==> config.mk <==
export PLATFORM = sky130hd
export DESIGN_NAME = viterbi_ctrl_seq
export DESIGN_NICKNAME = d
export VERILOG_FILES = /design/src/rtl/viterbi_ctrl_seq.sv
export SDC_FILE = /design/constraint.sdc
export NUM_CORES = 1
export LEC_CHECK = 0
export ABC_AREA = 1
export CORE_MARGIN = 8
export CORE_UTILIZATION = 50
export CTS_BUF_LIST = sky130_fd_sc_hd__clkbuf_8
export CTS_CLUSTER_DIAMETER = 200
export DETAILED_ROUTE_END_ITERATION = 16
export GPL_ROUTABILITY_DRIVEN = 0
export PLACE_DENSITY = 0.76
export SYNTH_ARGS = -nofsm -noshare
export SYNTH_HDL_FRONTEND = slang
export SYNTH_SLANG_ARGS = --single-unit
==> constraint.sdc <==
create_clock -name clk -period 1.68 [get_ports clk]
set_input_delay 0.252 -clock clk [delete_from_list [all_inputs] [get_ports clk]]
set_output_delay 0.252 -clock clk [all_outputs]
set_load 0.005 [all_outputs]
==> src/rtl/viterbi_ctrl_seq.sv <==
// viterbi_ctrl_seq: control sequencer generating Viterbi datapath enables with fill/drain/trace/flush phasing
module viterbi_ctrl_seq #(
  parameter int FILL_CYCLES = 2,
  parameter int MEM_DELAY   = 8,
  parameter int FRAME_LEN   = 0,
  parameter int FLUSH_LEN   = 8,
  parameter int CNT_W       = 16,
  parameter int FCNT_W      = 8
) (
  input  logic              clk,
  input  logic              rst,
  input  logic              en,
  input  logic              i_start,
  input  logic              i_sync,
  input  logic              i_flush,
  output logic              o_en_ce,
  output logic              o_en_s,
  output logic              o_en_acs,
  output logic              o_en_m,
  output logic              o_en_t,
  output logic              o_busy,
  output logic              o_done,
  output logic [2:0]        o_state,
  output logic [FCNT_W-1:0] o_frame_cnt
);
  typedef enum logic [2:0] {
    IDLE  = 3'd0,
    FILL  = 3'd1,
    PRIME = 3'd2,
    RUN   = 3'd3,
    DRAIN = 3'd4,
    TRACE = 3'd5,
    FLUSH = 3'd6,
    ILL   = 3'd7
  } state_t;
  // terminal counts: a phase lasts LEN enabled cycles, so exit fires at LEN-1
  localparam logic [CNT_W-1:0] L_FILL  = CNT_W'(FILL_CYCLES - 1);
  localparam logic [CNT_W-1:0] L_DRAIN = CNT_W'(MEM_DELAY - 1);
  localparam logic [CNT_W-1:0] L_TRACE = CNT_W'((FRAME_LEN == 0) ? 0 : FRAME_LEN - 1);
  localparam logic [CNT_W-1:0] L_FLUSH = CNT_W'(FLUSH_LEN - 1);
  localparam logic             FRAMED  = (FRAME_LEN != 0);
  state_t              r_state, w_next;
  logic [CNT_W-1:0]    r_cnt;
  logic [FCNT_W-1:0]   r_frame_cnt;
  logic                r_done;
  logic                w_count;
  logic                w_done_set;
  // next-state decode; en gating is applied at the registers
  always_comb begin
    w_next     = r_state;
    w_count    = 1'b0;
    w_done_set = 1'b0;
    case (r_state)
      IDLE:  w_next = i_start ? FILL : IDLE;
      FILL: begin
        w_count = 1'b1;
        w_next  = (r_cnt == L_FILL) ? PRIME : FILL;
      end
      PRIME: w_next = RUN;
      RUN:   w_next = i_sync ? DRAIN : RUN;
      DRAIN: begin
        w_count = 1'b1;
        w_next  = (r_cnt == L_DRAIN) ? TRACE : DRAIN;
      end
      TRACE: begin
        w_count = FRAMED;
        w_next  = (i_flush || (FRAMED && r_cnt == L_TRACE)) ? FLUSH : TRACE;
      end
      FLUSH: begin
        w_count    = 1'b1;
        w_done_set = (r_cnt == L_FLUSH);
        w_next     = w_done_set ? IDLE : FLUSH;
      end
      default: w_next = IDLE;
    endcase
  end
  // state register, advances only on enabled cycles
  always_ff @(posedge clk or posedge rst) begin
    if (rst) r_state <= IDLE;
    else if (en) r_state <= w_next;
  end
  // phase counter restarts on every transition; frame counter and done pulse track FLUSH exit
  always_ff @(posedge clk or posedge rst) begin
    if (rst) begin
      r_cnt       <= '0;
      r_frame_cnt <= '0;
      r_done      <= 1'b0;
    end else begin
      r_done <= en & w_done_set;
      if (en) begin
        r_cnt <= (w_next != r_state) ? '0 : (w_count ? r_cnt + 1'b1 : r_cnt);
        if (w_done_set) r_frame_cnt <= r_frame_cnt + 1'b1;
      end
    end
  end
  assign o_en_ce     = r_state inside {FILL, PRIME, RUN, DRAIN, TRACE};
  assign o_en_s      = o_en_ce;
  assign o_en_acs    = r_state inside {PRIME, RUN};
  assign o_en_m      = r_state inside {RUN, DRAIN, TRACE, FLUSH};
  assign o_en_t      = r_state inside {TRACE, FLUSH};
  assign o_busy      = r_state inside {FILL, PRIME, RUN, DRAIN, TRACE, FLUSH};
  assign o_done      = r_done;
  assign o_state     = r_state;
  assign o_frame_cnt = r_frame_cnt;
endmodule

# == Word-level counts from Yosys, hierarchy flattened ==
# Index checks and enable logic that the tools add are counted.
# totals
reg_bits,28
in_bits,6
out_inout_bits,18
wordCells,37
# classes
add_sub_neg,2
n_eq_ne,9
mux,11
n_bitwise,1
n_reduce_logical,10
# ops
operator,count
16-bit two-way mux,2
3-bit one-hot mux with 7 select lines,1
16-bit by 1-bit adder with 16-bit output (second input constant),1
16-bit by 1-bit == test with 1-bit output (second input constant),1
16-bit by 3-bit == test with 1-bit output (second input constant),1
3-bit == test (second input constant),3
8-bit by 1-bit adder with 8-bit output (second input constant),1
3-bit by 2-bit == test with 1-bit output (second input constant),2
3-bit two-way mux,2
2-bit nonzero test,3
6-bit nonzero test,1
5-bit nonzero test,1
1-bit two-way mux,4
2-bit two-way mux,2
2-bit AND reduction,2
4-bit nonzero test,1
3-bit by 1-bit == test with 1-bit output (second input constant),1
3-bit zero test,1
3-bit inequality test,1
3-bit OR reduction,1
1-bit AND,1

# == Depth between registers and ports, before layout ==
# Gate-level depths: netlist of the first run.
# logic_depth
depth_word,6
depth_mapped,14
depth_no_buf,13

# == Worst setup path before layout of the first run ==
# OpenSTA, ideal clock, no wires.
# synth_timing
kind,register -> register
from,reg r_cnt[0]
to,reg r_cnt[0]
setup_time_ns,0.118
t_arrival_ns,1.514
required_ns,1.562
setup_slack_ns,0.047
path_stages_with_launch,12
path_buffers,1
period_less_slack_ns,1.633
cell_sequence,dfrtp_1 -> ha_1 -> nand3_1 -> nor2_2 -> nand3_1 -> nand3_2 -> nor2_1 -> nor2_1 -> nor2_4 -> buf_6 -> nand4_1 -> nand2_1
# synth_via
elab_chain_len,6
word_cells_on_any_way,12
cone_classes,add/sub: 1; eq/ne: 3; mux: 6; reduce/logical: 2
# synth_rtl
element,line,rtl
start: declaration,43,logic [CNT_W-1:0] r_cnt;
start signal: assignment,91,r_cnt <= (w_next != r_state) ? '0 : (w_count ? r_cnt + 1'b1 : r_cnt);
16-bit by 3-bit == test with 1-bit output / 16-bit by 1-bit == test with 1-bit output (equally long branches),"63, 71, 57",
1-bit two-way mux (tied with other cells),63,w_next = (r_cnt == L_DRAIN) ? TRACE : DRAIN;
3-bit one-hot mux with 7 select lines,53,case (r_state)
3-bit inequality test,91,
2-bit nonzero test (no line),--,
2-bit AND reduction (no line),--,
# Parallel ways exist; a longest one is shown, timed or not. The select of a mux whose other input is x is not followed.
# A chain may end at the register's enable or synchronous reset.

# == Worst setup path after layout of the first run ==
# layout_timing
from,reg r_state[0] (netlist: o_state[0])
to,reg r_frame_cnt[6] (netlist: o_frame_cnt[6])
# layout_via
elab_chain_len,3
# layout_rtl
element,line,rtl
start: declaration,42,"state_t r_state, w_next;"
start signal: assignment,80,else if (en) r_state <= w_next;
3-bit == test,53,
1-bit two-way mux,53,
2-bit AND reduction (no line),--,
end signal: assignment,92,if (w_done_set) r_frame_cnt <= r_frame_cnt + 1'b1;
end: declaration,44,logic [FCNT_W-1:0] r_frame_cnt;
# No other way between the ends.

==> flow_metrics.tcl, run 1 <==
set metrics [dict create \
    status "complete, but fails checks" \
    failed_checks "negative setup slack" \
    ys_seq_area_frac 0.370 \
    drcViolationCount 0 \
    preCtsSetupSlack_ns -0.180 \
    cap_viol_max_count 0 \
    fillCellCount 245 \
    netlist_area_um2 1890 \
    period_needed_ns 1.87 \
    worst_slew_pin_slew_ns 0.370 \
    rsz0062_at_grt "yes" \
    grtUsageTotal 0.175 \
    seqCellArea_um2 702 \
    power_leakage_nw 1.53 \
    layout.nets 355 \
    drtIter0Drc 169 \
    irDropWorstVdd_v 0.000867 \
    netlist_instances 261 \
    ys_top_cells_by_area "dfrtp_1, nand2_1, nand4_1" \
    finalHoldViolCount 0 \
    path_max_fanout 4 \
    syn_nets 270 \
    design_area_um2 2870 \
    dieHeight_um 77.6 \
    grt_pass1_vias 1966 \
    clk_pin_slew_ns 0.10 \
    cts_hold_buf 0 \
    core_area_um2 3660 \
    final_cells 393 \
    setup_ws_ns -0.193 \
    grt_pass1_wl_um 8860 \
    cts_num_sinks 28 \
    power.density_nw_per_um2 1290 \
    multi_input_area_um2 1140 \
    dpl_cell_area_um2 2480 \
    critPathKind "register to register" \
    cts_max_path_buffers 2 \
    initial_core_util 0.517 \
    cts_buffers 3 \
    total_power_mw 3.69 \
    max_freq_ghz 0.534 \
    clk_latency_ns 0.28 \
    area_growth_pct 51.3 \
    portBuffers 23 \
    synth-seq-cells 28 \
    ant_nets 0 \
    critPathLaunchType "register" \
    drive_gt1_frac 0.348 \
    routed_wl_um 5900 \
    viasPerCell 5.35 \
    finish.utilization 0.783 \
    num_rows 22 \
    antenna_found_initial 0 \
    hp-class "input pin to async pin" \
    cp.required_ns 1.89 \
    synth_area_leader_cell "dfrtp_1" \
    wl_per_cell_um 15.0 \
    slew_viol_final 0 \
    synth_top_area_frac 0.370 \
    synth_warnings 0 \
    setup-tns-final_ns -3.12 \
    hold_slack_ns 0.346 \
    setup_viol 28 \
    drt_pass1_iterations 5 \
    synth.avg_cell_area_um2 7.26 \
    die-area_um2 6010 \
    place_inst 369 \
    tritoncts "built" \
    hpwl_um 3470 \
    period_share 1.11 \
    ys_types 26 \
    end_kind "register" \
    ctsHtreeMaxLevel 1 \
    grt-ovfl-total 0 \
    diodes 0 \
    detailroute.via_count 2103 \
    fp.dieW_um 77.6 \
    fin_skew_ns 0.00803 \
    ios 24 \
    clockRootBuffer "clkbuf_8" \
    grt_max_degree 29 \
    slew_headroom 0.754 \
    cp.arrival_ns 2.08 \
]
[layout make-up]
class                      count  area share
inverter                      35      0.0493
sequential                    28       0.245
tap                           48      0.0210
clock buffer                   3      0.0144
clock inverter                 1      0.0105
timing repair buffer          87       0.261
multi-input combinational    191       0.399
[cell usage in the layout, fill, tap and decap left out, types with 2 or more instances in the layout]
master,count
xnor2_1,4
xor2_1,13
nor2_2,8
buf_6,6
nand2_4,3
ha_1,2
nor3_4,2
dfrtp_1,27
buf_12,2
nor2_4,3
nand4_1,24
nor3_1,4
clkbuf_2,2
buf_2,4
nand3_1,4
inv_2,6
nor2_1,25
buf_4,55
clkdlybuf4s50_1,15
nor4_1,2
clkbuf_8,3
o21ai_0,5
nand2_1,68
nand3_2,7
inv_1,27
nand2_2,7
nand3_4,2
[per-layer routing]
| layer | track usage | vias up | part of all wire |
|---|---|---|---|
| met3 | 0.0392 | 16 | 0.057 |
| met5 | 0 | - | 0 |
| met1 | 0.209 | 992 | 0.41 |
| li1 | - | 1007 | - |
| met2 | 0.306 | 88 | 0.51 |
| met4 | 0.0528 | 0 | 0.020 |
[cells by family after synthesis]
kind of cell / count (synthesis) / share of synthesized area
AOI/OAI and AO/OA: 10 / 0.0330
xor gates and xnor gates: 19 / 0.0878
adders and majority gates: 3 / 0.0198
buffers and inverters: 43 / 0.0997
DFF: 28 / 0.370
and+or+nand+nor: 158 / 0.390
[cell usage after synthesis]
cell	instances
xor2_1	14
dfrtp_1	28
ha_1	3
a21oi_1	1
xnor2_1	5
buf_2	4
nor2_1	30
nand3_1	11
nand3_2	2
nor3_1	5
inv_1	33
a21oi_2	1
nand4_1	24
o21ai_2	1
inv_2	2
buf_6	2
nor4_1	2
o21bai_1	1
o31ai_1	1
nor2_2	4
nand2_1	73
nand2_2	4
o21ai_0	5
buf_4	2
nor2_4	2
nor3_4	1
[worst max-delay path: stages, from the launching register on]
cell and delay [ns]:
dfrtp_2 0.47, buf_12 0.14, nor3_4 0.21, buf_6 0.14, nand4_1 0.21, nor2_2 0.21
nand3_2 0.13, nor2_2 0.12, xor2_1 0.16
[what timing repair did]
action | in CTS | in global routing
cloned | 1 | 1
pin swaps | 10 | 11
resized for setup | 41 | 29
buffers inserted | 12 | 6
setup endpoints to repair | 24 | 29
[flip-flops by register name, indices dropped and copies added, names as in the netlist]
name and cells:
o_frame_cnt 8, o_state 3, o_done 1, r_cnt 16
[worst paths after layout]
kind	startpoint	end	slack (ns)	cells past startpoint
min reg2reg	o_frame_cnt[7]	o_frame_cnt[7]	0.50	1
min	rst	r_cnt[7]	0.35	3
max	o_state[0]	o_frame_cnt[6]	-0.19	8
min in group clk	o_frame_cnt[7]	o_frame_cnt[7]	0.50	1
max in group asynchronous	rst	o_state[0]	1.05	3
max reg2reg	o_state[0]	o_frame_cnt[6]	-0.19	8
[where the power goes]
group          internal, mW  switching [mW]  total [mW]
combinational          1.15            1.23        2.38
clock                 0.319           0.222       0.541
sequential            0.721          0.0496       0.771
total                  2.20            1.50        3.69
(Power assumes the default switching activity.)
==> run 2: changes to the inputs <==
--- a/config.mk
+++ b/config.mk
@@ -6,13 +6,13 @@
 export NUM_CORES = 1
 export LEC_CHECK = 0
 export ABC_AREA = 1
+export CAP_MARGIN = 20
 export CORE_MARGIN = 8
-export CORE_UTILIZATION = 50
+export CORE_UTILIZATION = 40
 export CTS_BUF_LIST = sky130_fd_sc_hd__clkbuf_8
 export CTS_CLUSTER_DIAMETER = 200
 export DETAILED_ROUTE_END_ITERATION = 16
 export GPL_ROUTABILITY_DRIVEN = 0
-export PLACE_DENSITY = 0.76
 export SYNTH_ARGS = -nofsm -noshare
 export SYNTH_HDL_FRONTEND = slang
 export SYNTH_SLANG_ARGS = --single-unit
==> flow_metrics.tcl, run 2 (same netlist as run 1, synthesis figures left out) <==
set metrics [dict create \
    crit_chain "buf_6 -> nand3_4 -> buf_6 -> nor2_4 -> a21oi_4 -> nand3_2 -> nor2_2 -> nor2_2 -> nor2_4 -> clkbuf_16 -> nand4_1 -> nand2_1" \
    area_growth_pct 54.8 \
    grt_pass1_vias 1879 \
    detailroute.via_count 1991 \
    cts_num_sinks 28 \
    preCtsSetupSlack_ns -0.188 \
    max_freq_ghz 0.547 \
    fp.dieW_um 84.8 \
    r2r_end "r_cnt[7]" \
    end_kind "register" \
    fin_skew_ns 0.00227 \
    drtIter0Drc 88 \
    critPathLaunchType "register" \
    antenna_found_initial 0 \
    critical_path.slowest_cell "dfrtp_2" \
    crit_path_start "o_state[0]" \
    r2r_start "o_state[0]" \
    fillCellCount 393 \
    hold_slack_ns 0.332 \
    finalHoldViolCount 0 \
    dieHeight_um 84.8 \
    viasPerCell 4.97 \
    power.density_nw_per_um2 1310 \
    irDropWorstVdd_v 0.000628 \
    critPathCapture "r_cnt[7]" \
    clockRootBuffer "clkbuf_8" \
    core_area_um2 4630 \
    met3_usage 0.0319 \
    layout.nets 357 \
    period_share 1.09 \
    drive_gt1_frac 0.372 \
    cp.arrival_ns 2.05 \
    cap_viol_max_count 0 \
    r2r_cells 12 \
    hp-class "input pin to async pin" \
    num_rows 25 \
    clk_pin_slew_ns 0.10 \
    wl_per_cell_um 13.2 \
    failed_checks "negative setup slack" \
    grt_pass1_wl_um 8590 \
    final_cell_mix "nand2_1, buf_4, inv_1, dfrtp_1, nand4_1" \
    largest_register "r_cnt" \
    diodes 0 \
    cts_max_path_buffers 2 \
    r2r_slack_ns -0.15 \
    portBuffers 23 \
    seqCellArea_um2 702 \
    grt-ovfl-total 0 \
    path_buf_inv 3 \
    ant_nets 0 \
    ctsHtreeMaxLevel 1 \
    slew_viol_final 0 \
    drcViolationCount 0 \
    grt_busiest_layer "met2" \
    setup_viol 22 \
    clk_latency_ns 0.28 \
    critPathKind "register to register" \
    status "complete, but fails checks" \
    cpPeakStageDelay_ns 0.48 \
    worst_slew_pin_slew_ns 0.366 \
    path_max_fanout 8 \
    use_met2 0.237 \
    final_common_cell "nand2_1" \
    groute.layer.met1.usage 0.183 \
    critPathTopFamily "simple AND/OR/NAND/NOR gates" \
    power_leakage_nw 1.55 \
    initial_core_util 0.409 \
    slew_headroom 0.756 \
    multi_input_area_um2 1180 \
    ios 24 \
    tritoncts "built" \
    path_depth 12 \
    rsz0062_at_grt "yes" \
    total_power_mw 3.84 \
    cp.required_ns 1.91 \
    drt_pass1_iterations 4 \
    largest_reg_flops 16 \
    die-area_um2 7190 \
    hpwl_um 3370 \
    routed_wl_um 5280 \
    grt_max_degree 29 \
    period_needed_ns 1.83 \
    grtUsageTotal 0.142 \
    finish.utilization 0.634 \
    setup_ws_ns -0.149 \
    cts_buffers 3 \
]
-- run 2: per-stage QoR --
| stage | instances | instance area [um2] | setup TNS [ns] |
|---|---|---|---|
| detailed placement | 376 | 2490 | -3.58 |
| finish | 401 | 2930 | -2.63 |
| CTS | 393 | 2710 | -1.82 |
| floorplan | 261 | 1890 | 0 |
| global route | 401 | 2930 | -5.68 |
| global placement | 376 | 2490 | -3.20 |
-- run 2: where the power goes --
group	total [mW]	leakage, nW	internal [mW]	switching [mW]
Sequential	0.784	0.385	0.721	0.0625
Clock	0.538	0.0357	0.319	0.219
Combinational	2.52	1.13	1.28	1.23
Total	3.84	1.55	2.32	1.51
-- run 2: layout make-up --
type                       count  area share
timing repair buffer          89       0.265
clock inverter                 1      0.0102
multi-input combinational    191       0.401
inverter                      35      0.0465
sequential                    28       0.239
clock buffer                   3      0.0141
tap                           54      0.0230
-- run 2: what timing repair did --
item,CTS,global route
hold buffers,0,0
pin swaps,6,25
endpoints found under the setup margin,27,30
hold endpoints to repair,0,0
resized for setup,48,38
buffers inserted,12,9
cloned,1,1
-- run 2: worst min path at each step --
stage              startpoint             end  slack, ns  cells past startpoint
6_report                  rst  o_frame_cnt[7]       0.33                      3
5_1_grt                   rst       r_cnt[13]       0.36                      3
4_1_cts                   rst  o_frame_cnt[6]       0.35                      3
3_5_place_dp   o_frame_cnt[7]  o_frame_cnt[7]       0.47                      1
3_3_place_gp   o_frame_cnt[7]  o_frame_cnt[7]       0.46                      1
2_1_floorplan             rst          o_done       0.32                      1
-- run 2: per-layer routing --
| layer | up-vias | part of all wire | routed length, um |
|---|---|---|---|
| li1 | 1005 | - | - |
| met1 | 945 | 0.45 | 2360 |
| met2 | 39 | 0.50 | 2620 |
| met3 | 2 | 0.054 | 287 |
| met4 | 0 | 0.0032 | 17 |
| met5 | - | 0 | 0 |
-- run 2: worst reg2reg max path, cell delays in order (launching register included) --
cell       delay [ns]
dfrtp_2          0.48
buf_6            0.15
nand3_4          0.08
buf_6            0.11
nor2_4           0.04
a21oi_4          0.14
nand3_2          0.11
nor2_2           0.13
nor2_2           0.06
nor2_4           0.17
clkbuf_16        0.18
nand4_1          0.07
nand2_1          0.07
==> run 3: changes to the inputs <==
--- a/config.mk
+++ b/config.mk
@@ -6,13 +6,15 @@
 export NUM_CORES = 1
 export LEC_CHECK = 0
 export ABC_AREA = 1
-export CAP_MARGIN = 20
+export CELL_PAD_IN_SITES_DETAIL_PLACEMENT = 1
+export CELL_PAD_IN_SITES_GLOBAL_PLACEMENT = 2
 export CORE_MARGIN = 8
-export CORE_UTILIZATION = 40
+export CORE_UTILIZATION = 29
 export CTS_BUF_LIST = sky130_fd_sc_hd__clkbuf_8
 export CTS_CLUSTER_DIAMETER = 200
 export DETAILED_ROUTE_END_ITERATION = 16
 export GPL_ROUTABILITY_DRIVEN = 0
+export PLACE_DENSITY_LB_ADDON = 0.1
 export SYNTH_ARGS = -nofsm -noshare
 export SYNTH_HDL_FRONTEND = slang
 export SYNTH_SLANG_ARGS = --single-unit
==> flow_metrics.tcl, run 3 (same netlist as run 1, synthesis figures left out) <==
set metrics [dict create \
    status "complete, but fails checks" \
    failed_checks "negative setup slack" \
    antenna_found_initial 0 \
    r2r_end "r_cnt[10]" \
    wl_met2_um 3120 \
    slew_headroom 0.744 \
    switching_share 0.399 \
    p_switching_mw 1.55 \
    period_needed_ns 1.81 \
    diodes 0 \
    wl_per_cell_um 14.6 \
    critical_path.most_common_cell "buf_6" \
    cap_viol_max_count 0 \
    largest_reg_flops 16 \
    drcViolationCount 0 \
    finish.utilization 0.475 \
    seqCellArea_um2 702 \
    r2r_slack_ns -0.11 \
    detailroute.via_count 2002 \
    max_freq_ghz 0.551 \
    path_buf_inv 4 \
    final_cell_mix "nand2_1, buf_4, inv_1" \
    met1_length_um 2880 \
    dr_wl_met3_um 153 \
    ant_nets 0 \
    slew_viol_final 0 \
    num_rows 29 \
    grtUsageTotal 0.136 \
    cts_buffers 3 \
    clk_latency_ns 0.28 \
    multi_input_area_um2 1190 \
    pwr-share-comb 0.655 \
    hpwl_um 4380 \
    ctsHtreeMaxLevel 1 \
    drtIter0Drc 28 \
    portBuffers 23 \
    critPathLaunchType "register" \
    pwr-share-seq 0.202 \
    power.density_nw_per_um2 1290 \
    drt_pass1_iterations 4 \
    dieHeight_um 96.8 \
    tritoncts "built" \
    irDropWorstVdd_v 0.000884 \
    worst_slew_pin_slew_ns 0.384 \
    setup_viol 24 \
    drive_gt1_frac 0.393 \
    critical_path.slowest_cell "dfrtp_1" \
    r2r_start "o_state[0]" \
    die-area_um2 9370 \
    fillCellCount 774 \
    hp-class "input pin to async pin" \
    setup-tns-final_ns -2.01 \
    crit_chain "buf_6 -> nand2_4 -> nor2_4 -> buf_6 -> nor3_4 -> buf_4 -> nand3_2 -> buf_6" \
    critPathKind "register to primary output" \
    initial_core_util 0.298 \
    final_common_cell "nand2_1" \
    r2r_cells 12 \
    fp.dieW_um 96.8 \
    finalHoldViolCount 0 \
    cpPeakStageDelay_ns 0.42 \
    core_area_um2 6350 \
    critPathTopFamily "buffers and inverters" \
    period_share 1.08 \
    rsz0062_at_grt "yes" \
    cts_max_path_buffers 2 \
    path_max_fanout 2 \
    cp.required_ns 1.43 \
    grt-ovfl-total 0 \
    ios 24 \
    end_kind "primary output" \
    setup_ws_ns -0.133 \
    largest_register "r_cnt" \
    area_growth_pct 59.3 \
    viasPerCell 4.70 \
    clk_pin_slew_ns 0.10 \
    grt_max_degree 29 \
    top_layer "met4" \
    grt_pass1_vias 2152 \
    clockRootBuffer "clkbuf_8" \
    p_clk_frac 0.143 \
    power_leakage_nw 1.56 \
    layout.nets 359 \
    p_int_mw 2.34 \
    routed_wl_um 6200 \
    cts_num_sinks 28 \
    grt_pass1_wl_um 10700 \
    cp.arrival_ns 1.56 \
    fin_skew_ns 0.00309 \
]
[run 3: cell count changes in the layout (fill, tap and decap cells not counted), sizes merged]
cell / delta
nand2: -1
clkbuf: -1
buf: +4
[run 3: timing repair]
item,CTS,global route
gates cloned,1,0
gates resized for setup,67,29
setup buffers,23,4
setup endpoints to repair,24,32
pin swaps,24,17
hold buffers,0,0
[run 3: area by class of cell]
cell class,instances,share of cell area
multi-input combinational,190,0.393
timing repair buffer,92,0.274
sequential,28,0.233
inverter,35,0.0444
tap,77,0.0319
clock buffer,3,0.0137
clock inverter,1,0.00995
[run 3: through the flow]
stage / power, mW / setup slack (ns) / hold WS, ns / cells / instance area, um2
floorplan: 1.70 / 0.0474 / 0.317 / 261 / 1890
global placement: 2.67 / -0.206 / 0.465 / 403 / 2580
detailed placement: 2.69 / -0.222 / 0.467 / 403 / 2580
CTS: 4.00 / -0.150 / 0.344 / 430 / 2990
global route: 4.18 / -0.250 / 0.372 / 426 / 3020
finish: 3.89 / -0.133 / 0.331 / 426 / 3020
[run 3: power groups by stage]
stage	Sequential, mW	Clock [mW]	Combinational [mW]
final	0.787	0.555	2.55
after global routing	0.793	0.605	2.78
after CTS	0.780	0.574	2.65
after detailed placement	0.796	0	1.89
after global placement	0.791	0	1.88
after floorplan	0.783	0	0.913
[run 3: worst max-delay path by stage]
stage	start	endpoint	slack, ns	depth (start not counted)
finish	o_state[2]	o_busy	-0.13	8
global placement	o_state[0]	o_busy	-0.21	5
global route	o_state[0]	r_cnt[7]	-0.25	12
floorplan	r_cnt[0]	r_cnt[0]	0.05	11
CTS	r_cnt[12]	r_cnt[12]	-0.15	13
detailed placement	o_state[0]	o_busy	-0.22	5
[run 3: per-layer routing]
metal,GRT usage,up-vias
li1,-,1006
met1,0.171,967
met2,0.237,24
met3,0.0235,5
met4,0.0284,0
met5,0,-
[run 3: worst register-to-register path, stage by stage (launching register included)]
cell,delay [ns]
dfrtp_2,0.50
buf_6,0.15
nor3_4,0.19
buf_6,0.13
nand2_4,0.06
nand2_4,0.08
nand2_2,0.05
nand2_2,0.05
nand2_2,0.06
nor2_4,0.13
buf_6,0.16
nand4_1,0.10
nand2_1,0.08
==> edit, RTL diff (settings of run 3) <==
`FCNT_W`: 8 -> 12.
--- a/src/rtl/viterbi_ctrl_seq.sv
+++ b/src/rtl/viterbi_ctrl_seq.sv
@@ -5,7 +5,7 @@
   parameter int FRAME_LEN   = 0,
   parameter int FLUSH_LEN   = 8,
   parameter int CNT_W       = 16,
-  parameter int FCNT_W      = 8
+  parameter int FCNT_W      = 12
 ) (
   input  logic              clk,
   input  logic              rst,
Interface: changed (resized o_frame_cnt); port bits go from 24 to 28. The function was not compared with the original's and may differ.
==> edit against run 3 <==
The run still ends with negative setup slack left. Cell area rose by 9.2%. Power shrank 2.7%. Sequential cell count up 4. Largest cell class unchanged. Synthesized area rose by 13%. Routed wire length grew 7.5%. Worst setup slack better by 36 ps. Clock power grew 11%.
==> edit: results <==
<?xml version="1.0" encoding="UTF-8"?>
<metrics>
  <group name="run_status">
    <metric name="run_status" unit="">complete, but fails checks</metric>
    <metric name="violations" unit="">negative setup slack</metric>
  </group>
  <group name="placement">
    <metric name="dpl-instance-area" unit="µm²">2873</metric>
    <metric name="hpwl" unit="µm">4782</metric>
  </group>
  <group name="finish">
    <metric name="multiInputGateArea" unit="µm²">1271</metric>
    <metric name="clock_buffers" unit="">5</metric>
    <metric name="nNonClkBuffers" unit="">96</metric>
    <metric name="layout-drive-gt1-share" unit="%">34.97</metric>
    <metric name="nonClkBufAreaFrac" unit="%">25.50</metric>
    <metric name="sh_seq_area" unit="%">24.40</metric>
    <metric name="nNetsFinal" unit="">394</metric>
    <metric name="multi_input_gates" unit="">206</metric>
  </group>
  <group name="logic_synthesis">
    <metric name="distinct_cell_type_count_after_synthesis" unit="">27</metric>
    <metric name="synth_seq_cells" unit="">32</metric>
    <metric name="post_synth_main_area_contributors" unit="">dfrtp_1, nand2_1, xor2_1</metric>
  </group>
  <group name="timing">
    <metric name="setup_slack" unit="ps">-97.24</metric>
    <metric name="timing.final.setup_violations" unit="">22</metric>
    <metric name="skew" unit="ps">8.671</metric>
    <metric name="setup_tns" unit="ps">-1123</metric>
  </group>
  <group name="global_routing">
    <metric name="wire_length_of_the_first_global_routing_pass" unit="µm">11320</metric>
    <metric name="globalRouteMet3Util" unit="%">2.405</metric>
    <metric name="pin_count_of_the_biggest_net_entering_global_routing" unit="">33</metric>
  </group>
  <group name="critical_path">
    <metric name="path_max_fanout" unit="">3</metric>
    <metric name="rr_endpoint" unit="">o_frame_cnt[4]</metric>
    <metric name="rr_startpoint" unit="">r_cnt[0]</metric>
  </group>
  <group name="cts">
    <metric name="clk_pin_slew_worst_paths" unit="ps">80</metric>
  </group>
  <group name="drt">
    <metric name="total_length_of_routed_wires" unit="µm">6665</metric>
    <metric name="first_iter_violations" unit="">35</metric>
  </group>
  <group name="power">
    <metric name="p_leak" unit="nW">1.771</metric>
    <metric name="power.switching_fraction" unit="%">41.22</metric>
  </group>
</metrics>
==> edit: cell count changes in the layout (fill, tap and decap cells not counted), moves of 5 or more <==
cell     before  now
buf_6        17    7
nand2_1      58   68
inv_1        29   38
buf_4        51   59
nand2_2      15    8
nand3_1       4   10
nor3_1        4    9
xor2_1       14   19
==> edit: cell families (layout without fill, tap and decap cells) <==
| kind of cell | after synthesis | in the layout | share of synthesized area (%) |
|---|---|---|---|
| AND/OR/NAND/NOR | 174 | 174 | 38.03 |
| multiplexers | 1 | 1 | 0.5281 |
| XOR/XNOR | 22 | 22 | 9.038 |
| AO/OA/AOI/OAI | 6 | 6 | 1.819 |
| buffers and inverters | 55 | 148 | 11.27 |
| flip-flops | 32 | 32 | 37.56 |
| adder cells (fa/ha/maj) | 3 | 3 | 1.761 |
==> edit: worst max-delay path, cell delays in order, from the launching register on <==
cell	delay (ps)
dfrtp_1	390
ha_2	210
nand3_2	100
nor2_4	130
nand2_4	80
buf_6	130
nor3_4	200
buf_6	140
nand2_4	50
nor2_4	110
xor2_1	160
==> edit: metrics by stage <==
| stage | utilization [%] | instances | power [W] |
|---|---|---|---|
| 3_3_place_gp | 40.03 | 460 | 0.002751 |
| 2_1_floorplan | - | 293 | 0.001868 |
| 5_1_grt | 45.95 | 485 | 0.004050 |
| 4_1_cts | 44.06 | 478 | 0.003694 |
| 6_report | 45.95 | 485 | 0.003786 |
| 3_5_place_dp | 40.03 | 460 | 0.002778 |
==> edit: how the worst max path moves through the flow <==
stage | start | end | slack [ps] | depth (start not counted)
2_1_floorplan | r_cnt[0] | r_cnt[0] | 4 | 13
3_3_place_gp | o_state[0] | r_cnt[11] | -190 | 8
3_5_place_dp | i_sync | r_cnt[12] | -230 | 9
4_1_cts | o_state[1] | r_cnt[12] | -100 | 13
5_1_grt | r_cnt[14] | r_cnt[8] | -220 | 13
6_report | r_cnt[0] | o_frame_cnt[4] | -100 | 10
==> edit: power by group through the flow <==
stage                     clock network [W]  registers, W  logic (W)
after floorplan                           0      0.000894   0.000974
after global placement                    0      0.000920    0.00183
after detailed placement                  0      0.000919    0.00186
after CTS                          0.000631      0.000920    0.00214
after global routing               0.000669      0.000924    0.00246
final                              0.000618      0.000914    0.00225
==> edit: timing repair <==
action / CTS / global route
gates cloned: 0 / 1
pin swaps: 6 / 12
setup buffers: 10 / 6
resized for setup: 42 / 26
setup endpoints to repair: 29 / 31
==> edit: layer usage <==
metal  share of wire, %  vias up  wire length [µm]
li1                   -     1116                 -
met1                 45     1103              3012
met2                 51       25              3368
met3                3.3        7               219
met4               0.98        0                65
met5                  0        -                 0
